File: src/rtl/switch_mcu_lsu_if.sv
// AHB-Lite data-bus bundle between the switch MCU load/store unit (master)
// and the data-side fabric (slave).
interface switch_mcu_lsu_if;
  logic        in_hready;
  logic        in_hresp;
  logic [31:0] in_hrdata;
  logic [31:0] out_haddr;
  logic        out_hwrite;
  logic [2:0]  out_hsize;
  logic [1:0]  out_htrans;
  logic [31:0] out_hwdata;

  modport master (
    input  in_hready, in_hresp, in_hrdata,
    output out_haddr, out_hwrite, out_hsize, out_htrans, out_hwdata
  );

  modport slave (
    output in_hready, in_hresp, in_hrdata,
    input  out_haddr, out_hwrite, out_hsize, out_htrans, out_hwdata
  );
endinterface

File: src/rtl/switch_mcu_lsu.sv
// Switch MCU load/store unit: one AHB-Lite transfer per decoded load/store.
// Optional wait-state timeout: define SWITCH_MCU_LSU_TIMEOUT_EN.
module switch_mcu_lsu #(
  parameter int unsigned TIMEOUT_CYCLES = 16,
  parameter logic [31:0] RESET_ADDR     = 32'h0000_0000
) (
  input  logic                  in_clk,
  input  logic                  in_rst,
  input  logic                  in_req,
  input  logic                  in_lb,
  input  logic                  in_lh,
  input  logic                  in_lw,
  input  logic                  in_lbu,
  input  logic                  in_lhu,
  input  logic                  in_sb,
  input  logic                  in_sh,
  input  logic                  in_sw,
  input  logic [31:0]           in_addr,
  input  logic [31:0]           in_wdata,
  input  logic [4:0]            in_rd,
  output logic                  out_busy,
  output logic                  out_done,
  output logic                  out_err,
  output logic                  out_rd_we,
  output logic [4:0]            out_rd,
  output logic [31:0]           out_rdata,
  output logic [1:0]            out_dbg_state,
  switch_mcu_lsu_if.master      ahb
);

  // Handshake: in_req is a one-cycle strobe taken only while out_busy is low;
  // an AHB phase (address or data) advances on any edge with in_hready=1.
  typedef enum logic [1:0] {
    S_IDLE = 2'd0,
    S_ADDR = 2'd1,
    S_DATA = 2'd2
  } state_t;

  state_t      r_state;
  logic        r_is_load;
  logic        r_is_signed;
  logic [1:0]  r_size;
  logic [1:0]  r_addr_lo;
  logic [4:0]  r_rd_lat;
  logic [31:0] r_wdata;
  logic        r_done;
  logic        r_err;
  logic        r_rd_we;
  logic [4:0]  r_rd;
  logic [31:0] r_rdata;
  logic [31:0] r_haddr;
  logic        r_hwrite;
  logic [2:0]  r_hsize;
  logic [1:0]  r_htrans;
  logic [31:0] r_hwdata;

  logic [7:0]  w_ops;
  logic        w_is_store;
  logic [1:0]  w_size;
  logic        w_misalign;
  logic        w_legal;
  logic [31:0] w_wdata_rep;
  logic [7:0]  w_byte;
  logic [15:0] w_half;
  logic [31:0] w_load_val;
  logic        w_timeout;

  assign w_ops      = {in_lb, in_lh, in_lw, in_lbu, in_lhu, in_sb, in_sh, in_sw};
  assign w_is_store = in_sb | in_sh | in_sw;

  always_comb begin
    w_size = 2'd2;
    if (in_lb | in_lbu | in_sb)      w_size = 2'd0;
    else if (in_lh | in_lhu | in_sh) w_size = 2'd1;
  end

  assign w_misalign = ((w_size == 2'd1) && in_addr[0]) ||
                      ((w_size == 2'd2) && (in_addr[1:0] != 2'b00));
  assign w_legal    = $onehot(w_ops) && !w_misalign;

  always_comb begin
    case (w_size)
      2'd0:    w_wdata_rep = {4{in_wdata[7:0]}};
      2'd1:    w_wdata_rep = {2{in_wdata[15:0]}};
      default: w_wdata_rep = in_wdata;
    endcase
  end

  // Lane select and extension of the returned read data.
  always_comb begin
    case (r_addr_lo)
      2'd1:    w_byte = ahb.in_hrdata[15:8];
      2'd2:    w_byte = ahb.in_hrdata[23:16];
      2'd3:    w_byte = ahb.in_hrdata[31:24];
      default: w_byte = ahb.in_hrdata[7:0];
    endcase
    w_half = r_addr_lo[1] ? ahb.in_hrdata[31:16] : ahb.in_hrdata[15:0];
    case (r_size)
      2'd0:    w_load_val = {{24{r_is_signed & w_byte[7]}}, w_byte};
      2'd1:    w_load_val = {{16{r_is_signed & w_half[15]}}, w_half};
      default: w_load_val = ahb.in_hrdata;
    endcase
  end

`ifdef SWITCH_MCU_LSU_TIMEOUT_EN
  localparam int CNT_W = $clog2(TIMEOUT_CYCLES + 1);
  logic [CNT_W-1:0] r_wait_cnt;

  always_ff @(posedge in_clk or negedge in_rst) begin
    if (!in_rst)                 r_wait_cnt <= '0;
    else if (r_state == S_IDLE)  r_wait_cnt <= '0;
    else if (!ahb.in_hready)     r_wait_cnt <= r_wait_cnt + 1'b1;
  end

  assign w_timeout = (r_state != S_IDLE) && !ahb.in_hready &&
                     (r_wait_cnt == CNT_W'(TIMEOUT_CYCLES - 1));
`else
  // The limit only has meaning in the timeout build.
  logic w_unused_tmo;
  assign w_unused_tmo = ^TIMEOUT_CYCLES;
  assign w_timeout    = 1'b0;
`endif

  always_ff @(posedge in_clk or negedge in_rst) begin
    if (!in_rst) begin
      r_state     <= S_IDLE;
      r_is_load   <= 1'b0;
      r_is_signed <= 1'b0;
      r_size      <= 2'd0;
      r_addr_lo   <= 2'd0;
      r_rd_lat    <= 5'd0;
      r_wdata     <= 32'd0;
      r_done      <= 1'b0;
      r_err       <= 1'b0;
      r_rd_we     <= 1'b0;
      r_rd        <= 5'd0;
      r_rdata     <= 32'd0;
      r_haddr     <= RESET_ADDR;
      r_hwrite    <= 1'b0;
      r_hsize     <= 3'd0;
      r_htrans    <= 2'b00;
      r_hwdata    <= 32'd0;
    end else begin
      r_done  <= 1'b0;
      r_err   <= 1'b0;
      r_rd_we <= 1'b0;
      case (r_state)
        S_IDLE: begin
          if (in_req) begin
            if (w_legal) begin
              r_state     <= S_ADDR;
              r_is_load   <= !w_is_store;
              r_is_signed <= in_lb | in_lh;
              r_size      <= w_size;
              r_addr_lo   <= in_addr[1:0];
              r_rd_lat    <= in_rd;
              r_wdata     <= w_wdata_rep;
              r_haddr     <= in_addr;
              r_hwrite    <= w_is_store;
              r_hsize     <= {1'b0, w_size};
              r_htrans    <= 2'b10;
            end else begin
              r_done <= 1'b1;
              r_err  <= 1'b1;
            end
          end
        end
        S_ADDR, S_DATA: begin
          if (w_timeout || (r_state == S_DATA && ahb.in_hready)) begin
            r_state  <= S_IDLE;
            r_haddr  <= RESET_ADDR;
            r_hwrite <= 1'b0;
            r_hsize  <= 3'd0;
            r_htrans <= 2'b00;
            r_hwdata <= 32'd0;
            r_done   <= 1'b1;
            r_err    <= w_timeout | ahb.in_hresp;
            if (!w_timeout && !ahb.in_hresp && r_is_load) begin
              r_rdata <= w_load_val;
              r_rd    <= r_rd_lat;
              r_rd_we <= (r_rd_lat != 5'd0);
            end
          end else if (r_state == S_ADDR && ahb.in_hready) begin
            r_state  <= S_DATA;
            r_htrans <= 2'b00;
            r_hwdata <= r_wdata;
          end
        end
        default: r_state <= S_IDLE;
      endcase
    end
  end

  assign out_busy       = (r_state != S_IDLE);
  assign out_done       = r_done;
  assign out_err        = r_err;
  assign out_rd_we      = r_rd_we;
  assign out_rd         = r_rd;
  assign out_rdata      = r_rdata;
  assign out_dbg_state  = r_state;
  assign ahb.out_haddr  = r_haddr;
  assign ahb.out_hwrite = r_hwrite;
  assign ahb.out_hsize  = r_hsize;
  assign ahb.out_htrans = r_htrans;
  assign ahb.out_hwdata = r_hwdata;

endmodule
File: src/flat_wrapper.sv
// flat-port wrapper written by rule: the top's interface ports become plain ports
module switch_mcu_lsu_flat 
#(
  parameter int unsigned TIMEOUT_CYCLES = 16,
  parameter logic [31:0] RESET_ADDR     = 32'h0000_0000
)
  (in_clk, in_rst, in_req, in_lb, in_lh, in_lw, in_lbu, in_lhu, in_sb, in_sh, in_sw, in_addr, in_wdata, in_rd, out_busy, out_done, out_err, out_rd_we, out_rd, out_rdata, out_dbg_state, ahb_in_hready, ahb_in_hresp, ahb_in_hrdata, ahb_out_haddr, ahb_out_hwrite, ahb_out_hsize, ahb_out_htrans, ahb_out_hwdata);
  switch_mcu_lsu_if ahb_i ();
  input  logic in_clk;
  input  logic in_rst;
  input  logic in_req;
  input  logic in_lb;
  input  logic in_lh;
  input  logic in_lw;
  input  logic in_lbu;
  input  logic in_lhu;
  input  logic in_sb;
  input  logic in_sh;
  input  logic in_sw;
  input  logic [31:0] in_addr;
  input  logic [31:0] in_wdata;
  input  logic [4:0] in_rd;
  output logic out_busy;
  output logic out_done;
  output logic out_err;
  output logic out_rd_we;
  output logic [4:0] out_rd;
  output logic [31:0] out_rdata;
  output logic [1:0] out_dbg_state;
  input wire logic [$bits(ahb_i.in_hready)-1:0] ahb_in_hready;
  input wire logic [$bits(ahb_i.in_hresp)-1:0] ahb_in_hresp;
  input wire logic [$bits(ahb_i.in_hrdata)-1:0] ahb_in_hrdata;
  output wire logic [$bits(ahb_i.out_haddr)-1:0] ahb_out_haddr;
  output wire logic [$bits(ahb_i.out_hwrite)-1:0] ahb_out_hwrite;
  output wire logic [$bits(ahb_i.out_hsize)-1:0] ahb_out_hsize;
  output wire logic [$bits(ahb_i.out_htrans)-1:0] ahb_out_htrans;
  output wire logic [$bits(ahb_i.out_hwdata)-1:0] ahb_out_hwdata;
  assign ahb_i.in_hready = ahb_in_hready;
  assign ahb_i.in_hresp = ahb_in_hresp;
  assign ahb_i.in_hrdata = ahb_in_hrdata;
  assign ahb_out_haddr = ahb_i.out_haddr;
  assign ahb_out_hwrite = ahb_i.out_hwrite;
  assign ahb_out_hsize = ahb_i.out_hsize;
  assign ahb_out_htrans = ahb_i.out_htrans;
  assign ahb_out_hwdata = ahb_i.out_hwdata;
  switch_mcu_lsu #(.TIMEOUT_CYCLES(TIMEOUT_CYCLES), .RESET_ADDR(RESET_ADDR)) u_core (.in_clk(in_clk), .in_rst(in_rst), .in_req(in_req), .in_lb(in_lb), .in_lh(in_lh), .in_lw(in_lw), .in_lbu(in_lbu), .in_lhu(in_lhu), .in_sb(in_sb), .in_sh(in_sh), .in_sw(in_sw), .in_addr(in_addr), .in_wdata(in_wdata), .in_rd(in_rd), .out_busy(out_busy), .out_done(out_done), .out_err(out_err), .out_rd_we(out_rd_we), .out_rd(out_rd), .out_rdata(out_rdata), .out_dbg_state(out_dbg_state), .ahb(ahb_i));
endmodule
File: config.mk
export PLATFORM = sky130hd
export DESIGN_NAME = switch_mcu_lsu_flat
export DESIGN_NICKNAME = d
export VERILOG_FILES = /design/src/rtl/switch_mcu_lsu_if.sv /design/src/rtl/switch_mcu_lsu.sv /design/src/flat_wrapper.sv
export SDC_FILE = /design/constraint.sdc
export NUM_CORES = 1
export LEC_CHECK = 0
export ABC_AREA = 1
export BUFFER_PORTS_ARGS = -buffer_cell sky130_fd_sc_hd__buf_2
export CORE_MARGIN = 1.5
export CORE_UTILIZATION = 57
export DETAILED_ROUTE_END_ITERATION = 10
export PLACE_DENSITY = 0.83
export SETUP_SLACK_MARGIN = 0.4
export SLEW_MARGIN = 20
export SYNTH_ARGS = -nofsm -noshare
export SYNTH_HDL_FRONTEND = slang
export SYNTH_SLANG_ARGS = --single-unit
File: constraint.sdc
create_clock -name in_clk -period 3.35 [get_ports in_clk]
set_input_delay 0.67 -clock in_clk [delete_from_list [all_inputs] [get_ports in_clk]]
set_output_delay 0.67 -clock in_clk [all_outputs]
set_load 0.02 [all_outputs]
==> flow_metrics.env, run 1 <==
export IMPL_nNetsFinal=1341
export IMPL_grt_pass1_wl_um=38200
export IMPL_worst_path_buf_inv=6
export IMPL_syn_cell_area_mm2=0.00789
export IMPL_min_period_ns=3.45
export IMPL_rsz0062_at_grt="yes"
export IMPL_core_mm2=0.0134
export IMPL_die_h_um=121
export IMPL_place_area_mm2=0.00917
export IMPL_cts_num_sinks=153
export IMPL_synth_seq_area_share_pct=48.5
export IMPL_final_common_cell="buf_2"
export IMPL_ys_ff_latch=153
export IMPL_hp_class="input port to asynchronous set/reset pin"
export IMPL_pin_count=227
export IMPL_tightest_slew_ns=0.991
export IMPL_drtIter0Drc=1003
export IMPL_final_hold_viol_count=0
export IMPL_cap_violations=0
export IMPL_gp_congestion=0.900
export IMPL_r2r_cells=6
export IMPL_cp_start_kind="input port"
export IMPL_syn_inst=980
export IMPL_slew_violations=0
export IMPL_die_w_um=121
export IMPL_grt_overflow=0
export IMPL_drc=0
export IMPL_clock_path_buffers=2
export IMPL_post_route_period_util_pct=103
export IMPL_num_rows=42
export IMPL_final_cell_area_mm2=0.0109
export IMPL_wl_per_cell_um=19.0
export IMPL_layout_common_cells="220 x buf_2, 166 x nand2_1, 153 x dfrtp_1"
export IMPL_ant_nets=0
export IMPL_violations="setup timing"
export IMPL_pwr_density_cell_mw_per_mm2=1000
export IMPL_clockRootBuffer="clkbuf_16"
export IMPL_status="complete, but fails checks"
export IMPL_r2r_end="u_core.ahb.out_hwdata[20]$_DFFE_PN0P_"
export IMPL_slew_headroom_pct=33.8
export IMPL_timing_fmax_mhz=290
export IMPL_fin_ws_ns=-0.102
export IMPL_area_growth_pct=37.5
export IMPL_synth_cell_type_count=39
export IMPL_slowest_stage="fa_1"
export IMPL_vias=8145
export IMPL_setup_violations=44
export IMPL_grt_pass1_vias=7547
export IMPL_p_leak_nw=5.95
export IMPL_grt_usage_pct=33.8
export IMPL_critPathTopFamily="adder cells"
export IMPL_drt_total_wl_um=26600
export IMPL_worstSetupEndpointType="register"
export IMPL_grt_max_degree=76
export IMPL_port_buffers=224
export IMPL_htree_levels=4
export IMPL_yosysWarningCount=0
export IMPL_rrSetupSlack_ns=0.72
export IMPL_clk_latency_ns=0.44
export IMPL_hold_slack_ns=0.140
export IMPL_fillers=813
export IMPL_crit_fanout=8
export IMPL_critPathMaxStageDelay_ns=0.53
export IMPL_dp_slack_ns=-0.450
export IMPL_reg2reg_from="u_core.out_dbg_state[1]$_DFFE_PN0P_"
export IMPL_fin_worst_skew_ns=0.0104
export IMPL_via_per_inst=5.81
export IMPL_critPathArrivalTime_ns=3.78
export IMPL_antenna_found_initial=1
export IMPL_cp_data_required_time_ns=3.67
export IMPL_cts_tree="done"
export IMPL_start_util_pct=58.9
export IMPL_dieArea_mm2=0.0146
export IMPL_vdd_ir_drop_max_uv=514
export IMPL_drive_above_1_share_pct=37.7
export IMPL_cp_cell_sequence="buf_6 > ha_4 > fa_1 > inv_1 > fa_1 > inv_1 > ha_2 > fa_1 > inv_1 > nand2_1 > nor2_1 > nand2_1 > inv_2 > nand2_4 > nand2_4 > nand3_4 > clkbuf_16 > nand2_2 > nand2_1"
export IMPL_total_power_mw=10.9
export IMPL_hpwl_um=14500
export IMPL_cts_made_buffers=17
export IMPL_path_clk_slew_ns=0.06
export IMPL_path_class="input port to register"
export IMPL_synth_area_per_cell_um2=8.05
export IMPL_first_pass_iters=7
cell type report:
cell class                 instances  area, um^2  area share, %
antenna                            1        2.50         0.0231
clock inverter                     6         134           1.23
timing repair inverter             1        7.51         0.0692
tap                              176         220           2.03
sequential                       153        3830           35.3
inverter                         128         484           4.46
clock buffer                      26         499           4.60
timing repair buffer             271        1970           18.2
multi-input combinational        639        3700           34.1
worst reg2reg max path: cells and delay by family (launching register included):
family          cells  cell delay (ns)
simple gates        1             0.70
buf+inv             2             0.51
compound gates      2             0.55
fa+ha+maj           1             0.33
flops               1             0.42
routing by layer:
metal | track usage [%] | share of wire, % | wire length (um) | vias up
li1 | - | - | - | 3593
met1 | 41.5 | 36 | 9460 | 3866
met2 | 57.7 | 50 | 13400 | 555
met3 | 6.18 | 9.3 | 2480 | 131
met4 | 16.0 | 4.8 | 1290 | 0
met5 | 0 | 0 | 0 | -
synthesized netlist by cell type, drive strengths merged:
| library cell | number | share of area [%] |
|---|---|---|
| o21ai | 134 | 10 |
| conb | 1 | 0.048 |
| a21oi | 39 | 2.5 |
| or2 | 19 | 1.5 |
| a31oi | 7 | 0.55 |
| ha | 12 | 1.9 |
| nor3 | 1 | 0.063 |
| dfrtp | 153 | 49 |
| o211ai | 3 | 0.29 |
| a22oi | 1 | 0.095 |
| o41ai | 1 | 0.11 |
| nand3 | 43 | 2.9 |
| nor3b | 1 | 0.095 |
| nand4 | 40 | 3.4 |
| fa | 4 | 1.0 |
| inv | 127 | 6.0 |
| nand2 | 246 | 12 |
| nand3b | 1 | 0.095 |
| clkbuf | 21 | 1.0 |
| nor2 | 85 | 4.5 |
| buf | 40 | 3.3 |
| clkinv | 1 | 0.048 |
state kept, by name (all words and copies together) (netlist names), 2 cells and up:
register and count:
u_core.out_dbg_state 2, u_core.r_rd_lat 5, u_core.ahb.out_haddr 32, u_core.ahb.out_hsize 2, u_core.r_wdata 32, u_core.out_rd 5, u_core.ahb.out_hwdata 32, u_core.out_rdata 32
u_core.r_addr_lo 2, u_core.r_size 2
power breakdown:
| group | leakage [nW] | internal (mW) | total, mW | switching (mW) |
|---|---|---|---|---|
| logic | 3.72 | 2.14 | 5.58 | 3.45 |
| clock network | 0.309 | 1.33 | 2.08 | 0.753 |
| registers | 1.92 | 2.68 | 3.20 | 0.517 |
through the flow:
stage	std cells	TNS [ns]	utilization (%)
5_1_grt	1401	-12.06	81.0
2_1_floorplan	981	-5.02	-
3_3_place_gp	1339	-28.23	68.5
6_report	1401	-2.56	81.0
3_5_place_dp	1339	-29.98	68.5
4_1_cts	1388	0	77.0
worst max path at each step:
stage,startpoint,endpoint,slack [ns],depth (start not counted)
after floorplan,in_lw,u_core.r_wdata[24]$_DFFE_PN0P_,-0.09,17
after global placement,in_lbu,u_core.r_wdata[30]$_DFFE_PN0P_,-0.42,18
after detailed placement,in_lbu,u_core.r_wdata[11]$_DFFE_PN0P_,-0.45,18
after CTS,in_sb,u_core.r_wdata[31]$_DFFE_PN0P_,0.01,20
after global routing,in_sb,u_core.ahb.out_haddr[17]$_DFFE_PN0P_,-0.23,19
final,in_sb,u_core.ahb.out_haddr[1]$_DFFE_PN0P_,-0.10,19
kinds of logic after synthesis:
family,after synthesis,synth area share [%]
AO/OA/AOI/OAI,185,13.6
adder cells (fa/ha/maj),16,2.92
buffers and inverters,189,10.4
flip-flops,153,48.5
other,1,0.0475
AND/OR/NAND/NOR,436,24.5
timing repair:
item,in CTS,in global routing
setup buffers,7,4
pin swaps,15,15
hold endpoints to repair,0,0
endpoints found under the setup margin,83,83
hold buffers,0,0
resized for setup,47,116
cloned,10,8
No activity file was read; power rests on OpenSTA's default activity.
==> run 2: changes to the inputs <==
--- a/config.mk
+++ b/config.mk
@@ -7,6 +7,7 @@
 export LEC_CHECK = 0
 export ABC_AREA = 1
 export BUFFER_PORTS_ARGS = -buffer_cell sky130_fd_sc_hd__buf_2
+export CORE_ASPECT_RATIO = 0.75
 export CORE_MARGIN = 1.5
 export CORE_UTILIZATION = 57
 export DETAILED_ROUTE_END_ITERATION = 10
==> run 2 against run 1 <==
The flow now finishes without violations. Total power shrank 12%. Global-route usage shrank 3.7 points. Design area fell by 7.2%. Clock skew fell by 0.0042 ns. Worst setup slack improved by 0.16 ns. Core utilization down 7.0 points. Non-clock buffer count down 14. Critical endpoint is now u_core.r_wdata[14]$_DFFE_PN0P_. Fmax up 4.8%.
==> flow_metrics.env, run 2 (same netlist as run 1, synthesis figures left out) <==
export IMPL_status="complete, no violations"
export IMPL_clk_latency_ns=0.42
export IMPL_slew_violations=0
export IMPL_rsz0062_at_grt="yes"
export IMPL_first_pass_iters=6
export IMPL_drive_above_1_share_pct=30.7
export IMPL_hp_class="input port to asynchronous set/reset pin"
export IMPL_gp_congestion=0.937
export IMPL_port_buffers=224
export IMPL_clock_path_buffers=2
export IMPL_fin_worst_skew_ns=0.00619
export IMPL_die_h_um=105
export IMPL_rrSetupSlack_ns=0.76
export IMPL_switchingPower_mw=4.13
export IMPL_hpwl_um=14300
export IMPL_htree_levels=4
export IMPL_vdd_ir_drop_max_uv=524
export IMPL_drc=0
export IMPL_wl_per_cell_um=15.8
export IMPL_crit_fanout=13
export IMPL_drtIter0Drc=536
export IMPL_cp_data_required_time_ns=3.70
export IMPL_timing_fmax_mhz=304
export IMPL_core_mm2=0.0136
export IMPL_power_share_clock_pct=19.8
export IMPL_cts_made_buffers=17
export IMPL_netSwitchingFraction_pct=43.0
export IMPL_setup_violations=0
export IMPL_grt_overflow=0
export IMPL_clockRootBuffer="clkbuf_16"
export IMPL_dp_cells=1341
export IMPL_cts_tree="done"
export IMPL_seqPwrFrac_pct=32.4
export IMPL_fin_setup_tns_ns=0
export IMPL_r2r_cells=8
export IMPL_antenna_found_initial=0
export IMPL_nNetsFinal=1327
export IMPL_cp_start_kind="input port"
export IMPL_wl_met1_um=9710
export IMPL_pwr_density_cell_mw_per_mm2=952
export IMPL_diodes=0
export IMPL_instances_no_fill=1385
export IMPL_start_util_pct=58.0
export IMPL_grt_max_degree=76
export IMPL_p_int_mw=5.46
export IMPL_fin_ws_ns=0.0553
export IMPL_top_layer="met4"
export IMPL_place_area_mm2=0.00918
export IMPL_grt_pass1_vias=6918
export IMPL_drt_total_wl_um=21900
export IMPL_reg2reg_from="u_core.out_dbg_state[1]$_DFFE_PN0P_"
export IMPL_cts_num_sinks=153
export IMPL_slew_headroom_pct=50.5
export IMPL_cp_startpoint="in_lw"
export IMPL_total_power_mw=9.59
export IMPL_final_common_cell="nand2_1"
export IMPL_dp_slack_ns=-0.475
export IMPL_pin_count=227
export IMPL_vias=7380
export IMPL_worstSetupEndpointType="register"
export IMPL_pwr_share_comb_pct=47.8
export IMPL_wl_met2_um=9930
export IMPL_path_clk_slew_ns=0.06
export IMPL_critPathArrivalTime_ns=3.64
export IMPL_post_route_period_util_pct=98.3
export IMPL_die_w_um=139
export IMPL_min_period_ns=3.29
export IMPL_grt_usage_pct=30.1
export IMPL_area_growth_pct=27.6
export IMPL_path_class="input port to register"
export IMPL_final_cell_area_mm2=0.0101
export IMPL_dr_wl_met3_um=1840
export IMPL_ant_nets=0
export IMPL_final_util_pct=74.0
export IMPL_layout_common_cells="239 x nand2_1, 219 x buf_2, 153 x dfrtp_1"
export IMPL_tightest_slew_ns=0.742
export IMPL_cap_violations=0
export IMPL_ctsHoldBuffers=0
export IMPL_via_per_inst=5.33
export IMPL_p_leak_nw=5.55
export IMPL_r2r_end="u_core.out_rdata[15]$_DFFE_PN0P_"
export IMPL_final_hold_viol_count=0
export IMPL_grt_pass1_wl_um=34900
export IMPL_hold_slack_ns=0.253
export IMPL_num_rows=37
export IMPL_dieArea_mm2=0.0146
==> run 2: cell types whose count changed in the layout (fill, tap and decap cells not counted), sizes merged <==
cell      delta
buf          -9
bufinv       -2
clkbuf      -10
clkinv       +4
clkinvlp     +4
diode        -1
inv          -1
==> run 2: how the worst max path moves through the flow <==
stage / endpoint / slack [ns] / cells past startpoint
6_report: u_core.r_wdata[14]$_DFFE_PN0P_ / 0.06 / 19
5_1_grt: u_core.r_size[0]$_DFFE_PN0P_ / -0.12 / 19
4_1_cts: u_core.r_wdata[29]$_DFFE_PN0P_ / 0.07 / 19
3_5_place_dp: u_core.r_wdata[27]$_DFFE_PN0P_ / -0.48 / 18
3_3_place_gp: u_core.r_size[1]$_DFFE_PN0P_ / -0.45 / 19
2_1_floorplan: u_core.r_wdata[24]$_DFFE_PN0P_ / -0.09 / 17
==> run 2: cell type report <==
type / count / area (um^2)
multi-input cells: 639 / 3330
fillers: 1050 / 3540
well taps: 175 / 219
inverters: 128 / 484
clock buffers: 21 / 460
repair buffers: 257 / 1620
clock inverters: 11 / 123
flip-flops and latches: 153 / 3830
repair inverters: 1 / 7.51
==> run 2: worst max-delay path, cell delays in order <==
cell and delay (ns):
buf_6 0.10, ha_4 0.15, fa_1 0.55, inv_2 0.04, fa_1 0.47, inv_1 0.05
ha_2 0.16, fa_1 0.43, inv_1 0.06, nand2_1 0.05, nor2_1 0.08, nand2_1 0.07
inv_2 0.06, nand2_4 0.06, nor2_4 0.16, buf_4 0.17, buf_12 0.13, o21ai_0 0.11
o21ai_2 0.07
==> run 2: power groups by stage <==
| stage | Combinational, mW | Sequential [mW] | Clock (mW) |
|---|---|---|---|
| floorplan | 2.37 | 3.74 | 0 |
| global placement | 4.23 | 3.09 | 0 |
| detailed placement | 4.32 | 3.11 | 0 |
| CTS | 4.53 | 3.10 | 1.92 |
| global route | 5.03 | 3.20 | 2.00 |
| finish | 4.59 | 3.10 | 1.90 |
==> run 2: timing repair <==
item                       in CTS  in global routing
setup endpoints to repair      81                 83
cloned                          5                  2
setup buffers                   3                  2
pin swaps                       1                  5
resized for setup              24                 12
==> run 2: metal layers <==
layer | track usage (%) | up-vias
met4 | 8.11 | 0
met2 | 45.6 | 349
met5 | 0 | -
met1 | 43.6 | 3436
met3 | 7.29 | 36
li1 | - | 3559
==> run 3: changes to the inputs <==
--- a/config.mk
+++ b/config.mk
@@ -5,13 +5,13 @@
 export SDC_FILE = /design/constraint.sdc
 export NUM_CORES = 1
 export LEC_CHECK = 0
-export ABC_AREA = 1
 export BUFFER_PORTS_ARGS = -buffer_cell sky130_fd_sc_hd__buf_2
 export CORE_ASPECT_RATIO = 0.75
 export CORE_MARGIN = 1.5
-export CORE_UTILIZATION = 57
+export CORE_UTILIZATION = 55
 export DETAILED_ROUTE_END_ITERATION = 10
-export PLACE_DENSITY = 0.83
+export MAX_ROUTING_LAYER = met4
+export PLACE_DENSITY = 0.81
 export SETUP_SLACK_MARGIN = 0.4
 export SLEW_MARGIN = 20
 export SYNTH_ARGS = -nofsm -noshare
==> run 3 against run 2 <==
The flow now finishes with violations (setup timing). Count of clock-buffer cells in the layout down 2. First-iteration DRC count down 8.4%. Wire length down 10%. Via count down 16%. Sequential share of layout area up 2.7 points. Die area down 5.0%. Clock skew up 0.0063 ns. Largest cell class unchanged. Critical endpoint unchanged. Non-clock buffer count down 2. Design area down 6.5%.
==> flow_metrics.env, run 3 <==
export IMPL_status="complete, but fails checks"
export IMPL_violations="setup timing"
export IMPL_hp_class="input port to asynchronous set/reset pin"
export IMPL_fin_setup_tns_ns=-7.95
export IMPL_final_common_cell="buf_2"
export IMPL_die_w_um=135
export IMPL_wl_per_cell_um=18.1
export IMPL_ctsHoldBuffers=0
export IMPL_port_buffers=224
export IMPL_syn_cell_area_mm2=0.00722
export IMPL_cp_start_kind="input port"
export IMPL_slew_headroom_pct=56.0
export IMPL_synth_common_cells="153 x dfrtp_1, 88 x nand2_1, 49 x o21ai_0"
export IMPL_path_clk_slew_ns=0.06
export IMPL_synth_edf_count=0
export IMPL_clk_latency_ns=0.42
export IMPL_synthArstFlopShare_pct=100
export IMPL_drc=0
export IMPL_grt_usage_pct=29.1
export IMPL_gp_congestion=0.952
export IMPL_crit_fanout=27
export IMPL_synthTopCellsByArea="dfrtp_1 53%, a32o_1 4.9%, nand2_1 4.6%"
export IMPL_busiest_layer="met2"
export IMPL_synth_ff_type="dfrtp_1"
export IMPL_clockRootBuffer="clkbuf_16"
export IMPL_postCtsSetupBuffers=0
export IMPL_use_met3_pct=7.44
export IMPL_fillers=948
export IMPL_clock_path_buffers=2
export IMPL_dieArea_mm2=0.0138
export IMPL_cp_data_required_time_ns=3.63
export IMPL_min_period_ns=3.53
export IMPL_via_per_inst=5.72
export IMPL_num_rows=36
export IMPL_total_power_mw=8.11
export IMPL_area_growth_pct=30.3
export IMPL_setup_violations=73
export IMPL_first_pass_iters=5
export IMPL_synth_top_cell_area_share_pct=53.0
export IMPL_worstSetupEndpointType="register"
export IMPL_cap_violations=0
export IMPL_drt_total_wl_um=19700
export IMPL_fin_worst_skew_ns=0.0125
export IMPL_diodes=0
export IMPL_synth_most_common_cell="dfrtp_1"
export IMPL_hpwl_um=13600
export IMPL_nNetsFinal=1034
export IMPL_cts_tree="done"
export IMPL_ant_nets=0
export IMPL_syn_inst=684
export IMPL_dp_cells=1054
export IMPL_cts_num_sinks=153
export IMPL_synth_seq_area_share_pct=53.0
export IMPL_post_route_period_util_pct=105
export IMPL_synth_cell_type_count=52
export IMPL_layout_common_cells="219 x buf_2, 153 x dfrtp_1, 88 x nand2_1"
export IMPL_tightest_slew_ns=0.660
export IMPL_slew_violations=0
export IMPL_grtUsageMet2_pct=41.7
export IMPL_ys_ff_latch=153
export IMPL_grt_overflow=0
export IMPL_grt_pass1_vias=5851
export IMPL_hold_slack_ns=0.271
export IMPL_fin_ws_ns=-0.178
export IMPL_die_h_um=102
export IMPL_antenna_found_initial=0
export IMPL_yosys_area_top_type="dfrtp_1"
export IMPL_path_class="input port to register"
export IMPL_final_cell_area_mm2=0.00941
export IMPL_htree_levels=4
export IMPL_globalRouteMet1Util_pct=40.6
export IMPL_vdd_ir_drop_max_uv=679
export IMPL_timing_fmax_mhz=283
export IMPL_p_leak_nw=4.84
export IMPL_core_mm2=0.0129
export IMPL_synth_area_per_cell_um2=10.6
export IMPL_start_util_pct=56.1
export IMPL_vias=6211
export IMPL_yosysWarningCount=0
export IMPL_instances_no_fill=1086
export IMPL_pwr_density_cell_mw_per_mm2=862
export IMPL_grt_max_degree=72
export IMPL_grt_pass1_wl_um=30100
export IMPL_final_hold_viol_count=0
export IMPL_pin_count=227
export IMPL_rsz0062_at_grt="yes"
export IMPL_drive_above_1_share_pct=36.6
export IMPL_cts_made_buffers=17
export IMPL_r2r_cells=7
export IMPL_critPathArrivalTime_ns=3.81
export IMPL_place_area_mm2=0.00863
export IMPL_drtIter0Drc=491
==> run 3: cell types whose count changed after synthesis, sizes merged, moves of 21 or more <==
cell    delta
inv      -112
o21ai     -45
a32o      +35
nor2      -66
mux2      +21
nand2    -158
nand4     -39
nand2b    +37
==> run 3: path summary, 6_finish.rpt <==
check | startpoint | endpoint | slack, ns
max | in_lbu | u_core.r_wdata[14]$_DFFE_PN0P_ | -0.18
min | in_rst | u_core.ahb.out_hwdata[6]$_DFFE_PN0P_ | 0.27
max reg2reg | u_core.out_dbg_state[0]$_DFFE_PN0P_ | u_core.out_rdata[13]$_DFFE_PN0P_ | 0.87
min reg2reg | u_core.out_rd[3]$_DFFE_PN0P_ | u_core.out_rd[3]$_DFFE_PN0P_ | 0.48
max in group asynchronous | in_rst | u_core.r_wdata[14]$_DFFE_PN0P_ | 2.31
min in group in_clk | in_rd[4] | u_core.r_rd_lat[4]$_DFFE_PN0P_ | 0.48
==> run 3: cell families after synthesis <==
logic type / after synthesis / share of synthesized area [%]
AND/OR/NAND/NOR: 226 / 16.8
AO/OA/AOI/OAI: 182 / 16.6
flip-flops: 153 / 53.0
buffers and inverters: 70 / 4.85
multiplexers: 36 / 5.53
adder cells (fa/ha/maj): 16 / 3.19
other: 1 / 0.0519
==> run 3: timing repair <==
item	CTS	global route
endpoints found under the setup margin	83	83
pin swaps	3	13
endpoints found under the hold margin	0	0
resized for setup	15	29
cloned	0	2
==> run 3: per-layer routing <==
metal  vias to the layer above  wire, um
met4                         0       417
li1                       2875         -
met1                      2979      8700
met3                        43      1620
met2                       314      8920
met5                         -         0
==> run 3: critical path, cell delays in order <==
cell      delay [ns]
buf_8           0.10
ha_4            0.15
fa_1            0.54
inv_1           0.05
fa_1            0.47
inv_1           0.04
ha_2            0.16
fa_1            0.49
nor4b_4         0.31
nand3_2         0.11
nand2b_4        0.18
buf_12          0.18
a221o_1         0.35
==> run 3: per-stage QoR <==
step           utilization, %  worst slack, ns
5_1_grt                  73.1           -0.223
2_1_floorplan               -           -0.532
4_1_cts                  72.1           -0.130
6_report                 73.1           -0.178
3_5_place_dp             67.0           -0.676
3_3_place_gp             67.0           -0.558
==> run 3: layout make-up <==
class	count	area [um^2]	area share (%)
tap	171	214	2.27
sequential	153	3830	40.7
clock inverter	11	148	1.57
inverter	15	56.3	0.598
clock buffer	19	443	4.71
timing repair buffer	255	1490	15.8
multi-input combinational	462	3240	34.4
==> run 3: report_power, final <==
| part | internal (mW) | total (mW) | switching, mW |
|---|---|---|---|
| Sequential | 2.48 | 2.89 | 0.406 |
| Combinational | 1.39 | 3.28 | 1.89 |
| Clock | 1.18 | 1.94 | 0.753 |
